[config.mk]
export PLATFORM = sky130hd
export DESIGN_NAME = led_frame_scheduler_flat
export DESIGN_NICKNAME = d
export VERILOG_FILES = /design/src/rtl/led_frame_scheduler_if.sv /design/src/rtl/led_frame_scheduler.sv /design/src/flat_wrapper.sv
export SDC_FILE = /design/constraint.sdc
export NUM_CORES = 1
export LEC_CHECK = 0
export ABC_AREA = 1
export BUFFER_PORTS_ARGS = -buffer_cell sky130_fd_sc_hd__buf_4
export CAP_MARGIN = 10
export CELL_PAD_IN_SITES_DETAIL_PLACEMENT = 1
export CELL_PAD_IN_SITES_GLOBAL_PLACEMENT = 2
export CORE_ASPECT_RATIO = 0.75
export CORE_UTILIZATION = 25
export DETAILED_ROUTE_END_ITERATION = 6
export GPL_ROUTABILITY_DRIVEN = 0
export PLACE_DENSITY_LB_ADDON = 0.25
export SLEW_MARGIN = 25
export SYNTH_ARGS = -nofsm -noshare
export SYNTH_HDL_FRONTEND = slang
export SYNTH_SLANG_ARGS = --single-unit
[constraint.sdc]
create_clock -name clock_12mhz -period 1.5 [get_ports clock_12mhz]
set_input_delay 0.075 -clock clock_12mhz [delete_from_list [all_inputs] [get_ports clock_12mhz]]
set_output_delay 0.075 -clock clock_12mhz [all_outputs]
set_load 0.05 [all_outputs]
[src/rtl/led_frame_scheduler_if.sv]
// Frame buffer read port and encoder pixel handshake between the scheduler (master)
// and the frame buffer / bit encoder (slave).
interface led_frame_scheduler_if #(
    parameter int ADDR_WIDTH = 8
);
    logic [ADDR_WIDTH-1:0] mem_addr;
    logic                  mem_rd;
    logic [23:0]           mem_data;
    logic [23:0]           pixel_data;
    logic                  pixel_valid;
    logic                  pixel_ready;

    modport master (
        output mem_addr, mem_rd, pixel_data, pixel_valid,
        input  mem_data, pixel_ready
    );

    modport slave (
        input  mem_addr, mem_rd, pixel_data, pixel_valid,
        output mem_data, pixel_ready
    );
endinterface

[src/rtl/led_frame_scheduler.sv]
// Walks the pixel frame buffer once per accepted frame tick, streams GRB words to the
// bit encoder, then holds the encoder in latch/reset for LATCH_BITS bit periods.
module led_frame_scheduler #(
    parameter int LED_COUNT  = 60,
    parameter int ADDR_WIDTH = 8,
    parameter int LATCH_BITS = 40
) (
    input  logic                        clock_12mhz,
    input  logic                        reset,
    input  logic                        i_enable,
    input  logic                        i_frame_tick,
    input  logic                        i_bit_tick,
    led_frame_scheduler_if.master       bus,
    output logic                        o_encoder_reset,
    output logic                        o_busy,
    output logic                        o_frame_done,
    output logic [7:0]                  o_overrun_count
);
    localparam logic [2:0] ST_IDLE  = 3'd0;
    localparam logic [2:0] ST_FETCH = 3'd1;
    localparam logic [2:0] ST_WAIT  = 3'd2;
    localparam logic [2:0] ST_SEND  = 3'd3;
    localparam logic [2:0] ST_LATCH = 3'd4;

    localparam int CNT_W = (LATCH_BITS > 1) ? $clog2(LATCH_BITS) : 1;
    localparam logic [CNT_W-1:0]      LAST_CNT  = CNT_W'(LATCH_BITS - 1);
    localparam logic [ADDR_WIDTH-1:0] LAST_ADDR = ADDR_WIDTH'(LED_COUNT - 1);

    logic [2:0]            r_state;
    logic [CNT_W-1:0]      r_latch_cnt;
    logic [ADDR_WIDTH-1:0] r_mem_addr;
    logic                  r_mem_rd;
    logic [23:0]           r_pixel_data;
    logic                  r_pixel_valid;
    logic                  r_encoder_reset;
    logic                  r_busy;
    logic                  r_frame_done;
    logic [7:0]            r_overrun_count;
    logic                  w_overrun;

    assign w_overrun = i_frame_tick && i_enable && (r_state != ST_IDLE);

    always_ff @(posedge clock_12mhz) begin
        if (reset) begin
            r_state         <= ST_IDLE;
            r_latch_cnt     <= '0;
            r_mem_addr      <= '0;
            r_mem_rd        <= 1'b0;
            r_pixel_data    <= '0;
            r_pixel_valid   <= 1'b0;
            r_encoder_reset <= 1'b0;
            r_busy          <= 1'b0;
            r_frame_done    <= 1'b0;
        end else begin
            r_frame_done <= 1'b0;
            r_mem_rd     <= 1'b0;
            case (r_state)
                ST_IDLE: begin
                    if (i_frame_tick && i_enable) begin
                        r_state    <= ST_FETCH;
                        r_mem_addr <= '0;
                        r_mem_rd   <= 1'b1;
                        r_busy     <= 1'b1;
                    end
                end
                ST_FETCH: begin
                    r_state <= ST_WAIT;
                end
                ST_WAIT: begin
                    r_pixel_data  <= bus.mem_data;
                    r_pixel_valid <= 1'b1;
                    r_state       <= ST_SEND;
                end
                ST_SEND: begin
                    if (r_pixel_valid && bus.pixel_ready) begin
                        r_pixel_valid <= 1'b0;
                        if (r_mem_addr == LAST_ADDR) begin
                            r_state         <= ST_LATCH;
                            r_latch_cnt     <= '0;
                            r_encoder_reset <= 1'b1;
                        end else begin
                            r_mem_addr <= r_mem_addr + 1'b1;
                            r_mem_rd   <= 1'b1;
                            r_state    <= ST_FETCH;
                        end
                    end
                end
                ST_LATCH: begin
                    // Counter holds ticks already seen, so the LATCH_BITS-th tick exits directly.
                    if (i_bit_tick) begin
                        if (r_latch_cnt == LAST_CNT) begin
                            r_state         <= ST_IDLE;
                            r_encoder_reset <= 1'b0;
                            r_frame_done    <= 1'b1;
                            r_mem_addr      <= '0;
                            r_busy          <= 1'b0;
                        end else begin
                            r_latch_cnt <= r_latch_cnt + 1'b1;
                        end
                    end
                end
                default: begin
                    r_state <= ST_IDLE;
                end
            endcase
        end
    end

    always_ff @(posedge clock_12mhz) begin
        if (reset) begin
            r_overrun_count <= '0;
        end else if (w_overrun && (r_overrun_count != 8'hFF)) begin
            r_overrun_count <= r_overrun_count + 8'd1;
        end
    end

    assign bus.mem_addr    = r_mem_addr;
    assign bus.mem_rd      = r_mem_rd;
    assign bus.pixel_data  = r_pixel_data;
    assign bus.pixel_valid = r_pixel_valid;
    assign o_encoder_reset = r_encoder_reset;
    assign o_busy          = r_busy;
    assign o_frame_done    = r_frame_done;
    assign o_overrun_count = r_overrun_count;
endmodule

[src/flat_wrapper.sv]
// flat-port wrapper written by rule: the top's interface ports become plain ports
module led_frame_scheduler_flat 
#(
    parameter int LED_COUNT  = 60,
    parameter int ADDR_WIDTH = 8,
    parameter int LATCH_BITS = 40
)
  (clock_12mhz, reset, i_enable, i_frame_tick, i_bit_tick, o_encoder_reset, o_busy, o_frame_done, o_overrun_count, bus_mem_addr, bus_mem_rd, bus_pixel_data, bus_pixel_valid, bus_mem_data, bus_pixel_ready);
  led_frame_scheduler_if #(.ADDR_WIDTH(ADDR_WIDTH)) bus_i ();
  input  logic clock_12mhz;
  input  logic reset;
  input  logic i_enable;
  input  logic i_frame_tick;
  input  logic i_bit_tick;
  output logic o_encoder_reset;
  output logic o_busy;
  output logic o_frame_done;
  output logic [7:0] o_overrun_count;
  output wire logic [$bits(bus_i.mem_addr)-1:0] bus_mem_addr;
  output wire logic [$bits(bus_i.mem_rd)-1:0] bus_mem_rd;
  output wire logic [$bits(bus_i.pixel_data)-1:0] bus_pixel_data;
  output wire logic [$bits(bus_i.pixel_valid)-1:0] bus_pixel_valid;
  input wire logic [$bits(bus_i.mem_data)-1:0] bus_mem_data;
  input wire logic [$bits(bus_i.pixel_ready)-1:0] bus_pixel_ready;
  assign bus_mem_addr = bus_i.mem_addr;
  assign bus_mem_rd = bus_i.mem_rd;
  assign bus_pixel_data = bus_i.pixel_data;
  assign bus_pixel_valid = bus_i.pixel_valid;
  assign bus_i.mem_data = bus_mem_data;
  assign bus_i.pixel_ready = bus_pixel_ready;
  led_frame_scheduler #(.LED_COUNT(LED_COUNT), .ADDR_WIDTH(ADDR_WIDTH), .LATCH_BITS(LATCH_BITS)) u_core (.clock_12mhz(clock_12mhz), .reset(reset), .i_enable(i_enable), .i_frame_tick(i_frame_tick), .i_bit_tick(i_bit_tick), .bus(bus_i), .o_encoder_reset(o_encoder_reset), .o_busy(o_busy), .o_frame_done(o_frame_done), .o_overrun_count(o_overrun_count));
endmodule
==> results of run 1 <==
-- cell type report --
type | instances | area [µm²] | share of cell area
well taps | 132 | 165 | 0.0439
clock buffers | 6 | 129 | 0.0343
clock inverters | 2 | 12.5 | 0.00333
multi-input cells | 238 | 1330 | 0.355
repair buffers | 107 | 827 | 0.220
inverters | 46 | 178 | 0.0473
flip-flops and latches | 54 | 1110 | 0.296
-- worst max-delay path, stage by stage, from the launching register on --
cell and delay (ps):
dfxtp_4 370, ha_4 160, nand2_4 50, nor2_4 90
nand2_2 80, nand2_4 140, nand2_4 90, nor2_4 170
nand2_1 80, nand2_1 60, nor2_1 30
-- where the power goes --
group	leakage (nW)	switching [mW]	internal, mW
logic	1.10	2.34	1.28
registers	0.449	0.240	1.80
clock network	0.0717	0.559	0.624
-- per-layer routing --
layer / routed length [µm] / track usage
met3: 292 / 0.0370
met1: 3780 / 0.205
met4: 65 / 0.0380
met2: 3460 / 0.239
met5: 0 / 0
-- registers in the layout (all words and copies together), names as in the netlist --
signal                  flops
u_core.o_frame_done         1
u_core.bus.pixel_data      24
u_core.bus.pixel_valid      1
u_core.o_busy               1
u_core.r_latch_cnt          6
u_core.o_overrun_count      8
u_core.r_state              3
u_core.bus.mem_addr         8
u_core.o_encoder_reset      1
u_core.bus.mem_rd           1
-- final timing paths --
kind,cells after the start,to,start
setup / recovery,10,u_core.r_latch_cnt[5],u_core.bus.mem_addr[0]
hold / removal,3,u_core.bus.pixel_data[22],bus_mem_data[22]
setup reg to reg,10,u_core.r_latch_cnt[5],u_core.bus.mem_addr[0]
hold reg to reg,2,u_core.bus.pixel_data[6],u_core.bus.pixel_data[6]
-- Yosys cell counts --
master,instances,area (µm²)
nand4_1,4,25.0
clkbuf_1,8,30.0
nor3_1,4,20.0
ha_1,3,37.5
nor2_2,2,12.5
nor3b_1,1,7.51
or2_2,2,12.5
inv_2,4,15.0
xnor2_1,2,17.5
nor2_4,2,22.5
inv_1,42,158
o21ai_0,29,145
dfxtp_1,54,1080
buf_2,4,20.0
nor2_1,34,128
nor2_8,1,20.0
nand2_1,65,244
xor2_1,3,26.3
nand3_1,32,160
o21a_1,1,7.51
o211ai_1,1,7.51
o21bai_1,2,15.0
a21o_1,1,7.51
a21oi_1,43,215
buf_6,1,11.3
nand2_2,4,25.0
nand2_4,1,11.3
-- repair_timing --
action                                  CTS  global route
pin swaps                                 8            20
endpoints found under the setup margin   15            23
cloned                                    1             0
resized for setup                        14            33
buffers inserted                          4             4
-- through the flow --
step,power (mW),hold slack (ps),utilization
floorplan,4.22,246,-
global placement,5.23,353,0.351
detailed placement,5.29,366,0.351
CTS,6.68,50.8,0.375
global route,7.29,54.0,0.389
finish,6.84,53.0,0.389
-- kinds of logic (layout without fill, tap and decap cells) --
kind of cell,Yosys count,in the layout,synth area share
AND/OR/NAND/NOR,152,153,0.277
AO/OA/AOI/OAI,77,77,0.160
buffers and inverters,59,161,0.0943
flip-flops,54,54,0.435
XOR/XNOR,5,5,0.0176
adder cells (fa/ha/maj),3,3,0.0151
==> impl_metrics.csv, run 1 <==
group,metric,value,unit
clock_network,cts.clk_slew.worst_paths,70,ps
critical_path,end_kind,"flip-flop",
routing,drtAntennaViolNets,0,
clock_network,cts.sinks,54,
power_and_ir_drop,p_per_area,1820,nW/µm²
timing,min_period,1440,ps
global_route,antenna_found_initial,0,
synth,netlist_area,2480,µm²
routing,viasPerCell,4.41,
layout,areaGrowthSynthToFinish,51.4,%
synth,yosys_warnings,0,
layout,num_antenna_cells,0,
floorplanning,die_h,88.3,µm
layout,stdcell_count,585,
global_route,grt_max_degree,49,
critical_path,worstPathArrival,1630,ps
clock_network,cts_buffers,5,
timing,max_freq,696,MHz
placed_design,dpl.cell_count,568,
global_route,track_usage,0.151,
timing,finalHoldViolations,0,
timing,final.setup.worst_slack,63.8,ps
routing,drc,0,
placed_design,post-place-ws,-98.1,ps
job,drv_cap,0,
critical_path,critPathKind,"flip-flop to flip-flop",
routing,post_drt_wl_per_cell,13.0,µm
synth,netlist_instances,350,
layout,final_cell_mix,"buf_4 (103), nand2_1 (53), inv_1 (40), a21oi_1 (40), dfxtp_1 (36)",
timing,slew-limit-headroom,0.808,
timing,tightest_slew,287,ps
hold_path,holdCritPathClass,"input port to flip-flop",
power_and_ir_drop,ir_drop,629,µV
timing,clock_skew,7.23,ps
floorplanning,core.rowCount,31,
clock_network,cts_hold_buf,0,
clock_network,root_buffer,"clkbuf_16",
layout,n_fill_cell,1172,
timing,timing.final.crit_share,0.957,
routing,drtPass1Iterations,4,
floorplanning,core,9660,µm²
placed_design,dp_hpwl,5400,µm
routing,via_count,2580,
floorplanning,die_w,117,µm
synth,syn_avg_cell_area,7.09,µm²
layout,drive_above_1_share,0.386,
power_and_ir_drop,p_leak,1.62,nW
placed_design,port_buffers,74,
routing,wirelength,7590,µm
global_route,overflow,0,
global_route,grt_pass1_vias,2503,
routing,drt_iter0_markers,60,
critical_path,cp-start-kind,"flip-flop",
floorplanning,num_io_pins,75,
critical_path,cp.required,1700,ps
clock_network,cts_buffer_depth,2,
synth,synth_fp_nets,383,
synth,synthDistinctLibCells,27,
floorplanning,dieArea,10300,µm²
clock_network,cts_tree,"yes",
layout,design.final.nets,485,
timing,drv_slew,0,
timing,setup_tns,0,ps
layout,final_area,3760,µm²
critical_path,r2r_slack,60,ps
floorplanning,start_util,0.257,
outcome,status,"completed",
clock_network,clkLatencyLatePin,300,ps
placed_design,place_area,3390,µm²
synth,ys_ff_latch,54,
timing,rsz0062_at_grt,"yes",
synth,seq_area_frac_synth,0.435,
clock_network,htreeDepth,2,
global_route,grt_pass1_wl,12100,µm
layout,final_common_cell,"buf_4",
critical_path,crit_path_max_fanout,5,
timing,finalSetupViolations,0,
Note: power is estimated with default switching activity, not from simulation.
==> inputs of run 2 (changes only) <==
Settings changed: ABC_AREA 1 to unset, CORE_UTILIZATION 25 to 26.
==> run 2 against run 1 <==
  * The run now ends with negative setup slack left
  * Clock-buffer cell count did not move
  * Combinational power fell by 74%
  * Register-to-register slack lost 140 ps
  * Setup slack worse by 140 ps
  * First-iteration DRC count increased by 55%
  * Fmax fell by 8.9%
  * Highest routed layer unchanged
  * Sequential share of layout area is 1.2 points lower
==> impl_metrics.csv, run 2 <==
group,metric,value,unit
routing,wirelength,7830,µm
critical_path,cp-start-kind,"flip-flop",
critical_path,crit_path_max_fanout,4,
outcome,violations,"negative setup slack",
critical_path,end_kind,"flip-flop",
synth,synth_commonest_cells,"nand2_1 (64), dfxtp_1 (54), a21oi_1 (34)",
clock_network,clkLatencyLatePin,300,ps
synth,netlist_instances,291,
clock_network,cts_hold_buf,0,
layout,largest_register_ffs,24,
timing,slew-limit-headroom,0.735,
layout,drive_above_1_share,0.460,
critical_path,crit_slowest_cell,"dfxtp_4",
routing,drtPass1Iterations,4,
clock_network,cts_buffers,5,
timing,tightest_slew,397,ps
synth,async_reset_ff_frac,0,
global_route,grt_max_degree,43,
critical_path,worstSetupStartpoint,"u_core.bus.mem_addr[1]",
timing,setup_tns,-409,ps
power_and_ir_drop,power_frac_seq,0.413,
floorplanning,die_h,87.0,µm
synth,synth_most_common_cell,"nand2_1",
synth,ys_ff_latch,54,
global_route,overflow,0,
power_and_ir_drop,p_per_area,963,nW/µm²
routing,via_count,2503,
critical_path,worstPathArrival,1760,ps
layout,design.final.nets,441,
critical_path,critPathKind,"flip-flop to flip-flop",
synth,synth_top_cell_area_share,0.432,
power_and_ir_drop,p_comb_frac,0.248,
synth,synthDistinctLibCells,53,
power_and_ir_drop,intPower,2.61,mW
timing,timing.final.crit_share,1.05,
routing,drtAntennaViolNets,0,
layout,final_area,3960,µm²
synth,synth.largest_area_cell,"dfxtp_1",
routing,post_drt_wl_per_cell,14.6,µm
clock_network,htreeDepth,2,
timing,final.setup.worst_slack,-76.3,ps
power_and_ir_drop,ir_drop,404,µV
clock_network,cts_buffer_depth,2,
timing,finalSetupViolations,9,
synth,synth_flop_cell,"dfxtp_1",
clock_network,cts.sinks,54,
synth,syn_avg_cell_area,8.60,µm²
global_route,grt_pass1_wl,12400,µm
critical_path,regToRegStartpoint,"u_core.bus.mem_addr[1]",
layout,stdcell_count,537,
global_route,antenna_found_initial,0,
layout,areaGrowthSynthToFinish,58.3,%
floorplanning,core,9200,µm²
power_and_ir_drop,clkPwrFrac,0.340,
critical_path,crit_chain,"ha_4 > and4bb_2 > a21boi_4 > buf_4 > buf_6 > buf_4 > o221ai_2 > a21oi_2",
synth,yosys_warnings,0,
timing,finalHoldViolations,0,
synth,synth_edf_count,0,
timing,clock_skew,4.80,ps
floorplanning,dieArea,10000,µm²
clock_network,cts.clk_slew.worst_paths,80,ps
layout,num_antenna_cells,0,
outcome,status,"finished with violations",
floorplanning,num_io_pins,75,
critical_path,crit_path_frequent_cell,"buf_4",
timing,rsz0062_at_grt,"yes",
routing,drc,0,
synth,seq_area_frac_synth,0.432,
timing,min_period,1580,ps
power_and_ir_drop,p_leak,1.59,nW
global_route,track_usage,0.160,
placed_design,dp_hpwl,5610,µm
layout,finish.utilization,0.431,
timing,holdWs,19.3,ps
power_and_ir_drop,sw_frac_of_total,0.315,
layout,final_common_cell,"buf_4",
floorplanning,core.rowCount,30,
clock_network,cts_tree,"yes",
clock_network,root_buffer,"clkbuf_16",
floorplanning,start_util,0.272,
job,drv_cap,0,
synth,synthTopCellsByArea,"dfxtp_1 (43%), nand2_1 (9.6%), a21oi_1 (6.8%)",
critical_path,crit_path_max_incr_delay,360,ps
timing,max_freq,634,MHz
synth,synth_fp_nets,324,
power_and_ir_drop,p_sw,1.20,mW
global_route,grt_pass1_vias,2501,
placed_design,dpl.cell_count,525,
critical_path,r2r_end,"u_core.r_state[0]",
layout,final_cell_mix,"buf_4 (118), nand2_1 (62), a21oi_1 (33), dfxtp_1 (33), nor2_1 (18)",
timing,drv_slew,0,
floorplanning,die_w,115,µm
placed_design,port_buffers,74,
routing,viasPerCell,4.66,
placed_design,place_area,3610,µm²
critical_path,crit_end,"u_core.r_state[0]",
critical_path,cp.required,1680,ps
critical_path,r2r_slack,-80,ps
hold_path,holdCritPathClass,"input port to flip-flop",
routing,drt_iter0_markers,93,
synth,netlist_area,2500,µm²
critical_path,ff2ff_path_depth,8,
==> run 2: worst min-delay path by stage <==
stage,start,to,slack (ps),cells after the start
5_1_grt,bus_mem_data[16],u_core.bus.pixel_data[16],20,3
6_report,bus_mem_data[2],u_core.bus.pixel_data[2],20,3
3_5_place_dp,bus_mem_data[21],u_core.bus.pixel_data[21],330,3
3_3_place_gp,bus_mem_data[17],u_core.bus.pixel_data[17],320,3
2_1_floorplan,bus_mem_data[1],u_core.bus.pixel_data[1],210,2
4_1_cts,bus_mem_data[4],u_core.bus.pixel_data[4],10,3
==> run 2: timing repair <==
action / CTS / global route
pin swaps: 0 / 12
resized for setup: 8 / 26
gates cloned: 0 / 0
buffers inserted: 1 / 3
endpoints found under the setup margin: 15 / 21
==> run 2: layout make-up <==
cell class	instances	area, µm²
Inverter	10	37.5
Tap cell	128	160
Timing Repair Buffer	126	1020
Clock buffer	6	150
Multi-Input combinational cell	211	1450
Clock inverter	2	17.5
Fill cell	1079	5230
Sequential cell	54	1130
==> run 2: cell families (layout without fill, tap and decap cells) <==
kind of cell	after synthesis	after routing	synth area share
AOI/OAI and AO/OA	69	69	0.216
xor gates and xnor gates	5	5	0.0175
adders and majority gates	3	3	0.0150
buffers and inverters	26	144	0.0535
DFF	54	54	0.432
muxes	4	4	0.0160
and+or+nand+nor	130	130	0.251
==> run 2: critical path, delay by kind of cell, from the launching register on <==
kind | cells | cell delay [ps]
AOI/OAI and AO/OA | 3 | 300
adders and majority gates | 1 | 130
buffers and inverters | 3 | 370
and+or+nand+nor | 1 | 290
DFF | 1 | 360
==> run 2: metrics by stage <==
stage,power (mW),setup slack [ps]
final,3.82,-76.3
after global routing,4.01,-135
after CTS,3.85,-72.5
after detailed placement,2.53,-82.1
after global placement,2.51,6.08
after floorplan,2.14,-66.0
==> run 2: per-layer routing <==
layer / global-route usage / part of all wire / vias up
li1: - / - / 1263
met1: 0.208 / 0.49 / 1181
met2: 0.258 / 0.46 / 50
met3: 0.0390 / 0.045 / 9
met4: 0.0531 / 0.011 / 0
met5: 0 / 0 / -
==> run 2: power by group through the flow <==
| stage | sequential (mW) | combinational, mW | clock, mW |
|---|---|---|---|
| floorplan | 1.83 | 0.309 | 0 |
| CTS | 1.57 | 0.931 | 1.35 |
| global route | 1.59 | 1.02 | 1.40 |
| detailed placement | 1.60 | 0.927 | 0 |
| global placement | 1.59 | 0.915 | 0 |
| finish | 1.57 | 0.946 | 1.30 |
==> inputs of run 3 (changes only) <==
Settings changed: CELL_PAD_IN_SITES_DETAIL_PLACEMENT 1 to unset, CELL_PAD_IN_SITES_GLOBAL_PLACEMENT 2 to unset, CORE_UTILIZATION 26 to 46.
==> run 3 against run 2 <==
  * The run ends with negative hold slack, negative setup slack left
  * Register-to-register slack better by 40 ps
  * Power decreased by 14%
  * First-iteration DRC count is 30% higher
  * Non-clock buffer count is 6 higher
  * Wire length is 9.9% lower
  * Hold slack got worse by 21 ps
  * Die area shrank 43%
  * Critical path type unchanged
==> impl_metrics.csv, run 3 (synthesis results as in run 2) <==
group,metric,value,unit
outcome,status,"finished with violations",
outcome,violations,"negative hold slack, negative setup slack",
routing,post_drt_wl_per_cell,14.5,µm
layout,final_common_cell,"buf_4",
global_route,grt_max_degree,31,
clock_network,cts.sinks,54,
layout,num_antenna_cells,0,
clock_network,root_buffer,"clkbuf_8",
routing,drtPass1Iterations,4,
power_and_ir_drop,power,3.30,mW
routing,via_count,2590,
timing,slew-limit-headroom,0.737,
clock_network,cts_buffers,5,
global_route,antenna_found_initial,0,
timing,tightest_slew,395,ps
floorplanning,core.rowCount,22,
power_and_ir_drop,power_frac_seq,0.479,
power_and_ir_drop,sw_frac_of_total,0.335,
timing,finalHoldViolations,1,
critical_path,cp-start-kind,"flip-flop",
layout,areaGrowthSynthToFinish,53.3,%
power_and_ir_drop,intPower,2.19,mW
global_route,grt_pass1_vias,2442,
timing,holdWs,-1.55,ps
layout,drive_above_1_share,0.424,
power_and_ir_drop,p_per_area,860,nW/µm²
timing,min_period,1530,ps
critical_path,r2r_slack,-30,ps
clock_network,cts.clk_slew.worst_paths,100,ps
job,drv_cap,0,
placed_design,port_buffers,74,
routing,dr_wl_met2,3410,µm
routing,drt_iter0_markers,121,
critical_path,regToRegStartpoint,"u_core.bus.mem_addr[1]",
routing,wirelength_met1,3140,µm
layout,largest_register_ffs,24,
placed_design,place_area,3420,µm²
power_and_ir_drop,ir_drop,688,µV
critical_path,end_kind,"flip-flop",
power_and_ir_drop,p_comb_frac,0.274,
clock_network,htreeDepth,2,
timing,max_freq,652,MHz
routing,drtAntennaViolNets,0,
clock_network,cts_tree,"yes",
hold_path,holdCritPathClass,"input port to flip-flop",
routing,met3_length,386,µm
floorplanning,start_util,0.494,
floorplanning,dieArea,5740,µm²
global_route,overflow,0,
layout,final_area,3830,µm²
critical_path,critPathKind,"flip-flop to flip-flop",
floorplanning,core,5060,µm²
critical_path,r2r_end,"u_core.bus.mem_addr[7]",
routing,wirelength,7050,µm
power_and_ir_drop,clkPwrFrac,0.247,
power_and_ir_drop,p_leak,1.55,nW
timing,final.setup.worst_slack,-34.1,ps
critical_path,ff2ff_path_depth,6,
power_and_ir_drop,p_sw,1.11,mW
critical_path,crit_path_max_fanout,3,
placed_design,post-place-ws,-117,ps
layout,final_cell_mix,"buf_4 (114), nand2_1 (63), a21oi_1 (33), dfxtp_1 (33), nor2_1 (19)",
hold_path,worstHoldStart,"bus_mem_data[8]",
floorplanning,die_h,65.9,µm
critical_path,cp.required,1720,ps
clock_network,clkLatencyLatePin,320,ps
timing,clock_skew,14.0,ps
timing,drv_slew,0,
routing,viasPerCell,5.32,
timing,timing.final.crit_share,1.02,
routing,drc,0,
timing,rsz0062_at_grt,"yes",
routing,dr.max_layer_used,"met4",
floorplanning,num_io_pins,75,
hold_path,hold_end,"u_core.bus.pixel_data[8]",
global_route,grt_pass1_wl,11000,µm
layout,design.final.nets,447,
floorplanning,die_w,87.2,µm
timing,finalSetupViolations,9,
hold_path,hold_depth,3,
placed_design,dp_hpwl,4690,µm
clock_network,cts_buffer_depth,2,
critical_path,worstPathArrival,1760,ps
global_route,track_usage,0.246,
-- run 3: cell type report --
cell class,instances,area [µm²]
Inverter,10,37.5
Timing Repair Buffer,132,1050
Clock buffer,5,68.8
Fill cell,370,1230
Sequential cell,54,1130
Clock inverter,3,20.0
Tap cell,72,90.1
Multi-Input combinational cell,211,1440
-- run 3: worst max path at each step --
stage	to	slack [ps]	startpoint	depth (start not counted)
floorplan	u_core.bus.mem_addr[3]	-70	u_core.bus.mem_addr[1]	6
global placement	u_core.r_latch_cnt[2]	7	u_core.bus.mem_addr[1]	5
detailed placement	u_core.bus.mem_addr[7]	-120	u_core.bus.mem_addr[1]	5
CTS	u_core.bus.mem_addr[7]	-30	u_core.bus.mem_addr[1]	6
global route	u_core.bus.mem_addr[6]	-80	u_core.bus.mem_addr[1]	6
finish	u_core.bus.mem_addr[7]	-30	u_core.bus.mem_addr[1]	6
-- run 3: what timing repair did --
item | 4_1_cts | 5_1_grt
buffers inserted | 0 | 3
pin swaps | 5 | 13
gates resized for setup | 10 | 19
endpoints found under the hold margin | 15 | 1
endpoints found under the setup margin | 14 | 21
hold buffers | 15 | 1
-- run 3: metal layers --
layer  vias up  GRT usage
met4         0     0.0758
met5         -          0
met2        87      0.412
met1      1209      0.313
met3        13     0.0587
li1       1281          -
-- run 3: metrics by stage --
step | hold WS [ps] | TNS (ps) | instances | util
after global placement | 323 | 0 | 460 | 0.675
after detailed placement | 331 | -289 | 460 | 0.675
after CTS | 0.402 | -115 | 483 | 0.730
after floorplan | 211 | -434 | 291 | -
after global routing | 4.46 | -691 | 487 | 0.757
final | -1.55 | -205 | 487 | 0.757
-- run 3: critical path: stages (launching register included) --
cell	delay, ps
dfxtp_4	370
ha_4	130
and4bb_2	280
a21boi_4	70
o221a_1	230
buf_4	160
o32ai_2	200
-- run 3: power by group through the flow --
stage                     sequential [mW]  combinational, mW  clock (mW)
after floorplan                      1.83              0.309           0
after global placement               1.60              0.842           0
after detailed placement             1.60              0.850           0
after CTS                            1.58              0.888       0.833
after global routing                 1.59              0.963       0.893
final                                1.58              0.905       0.814
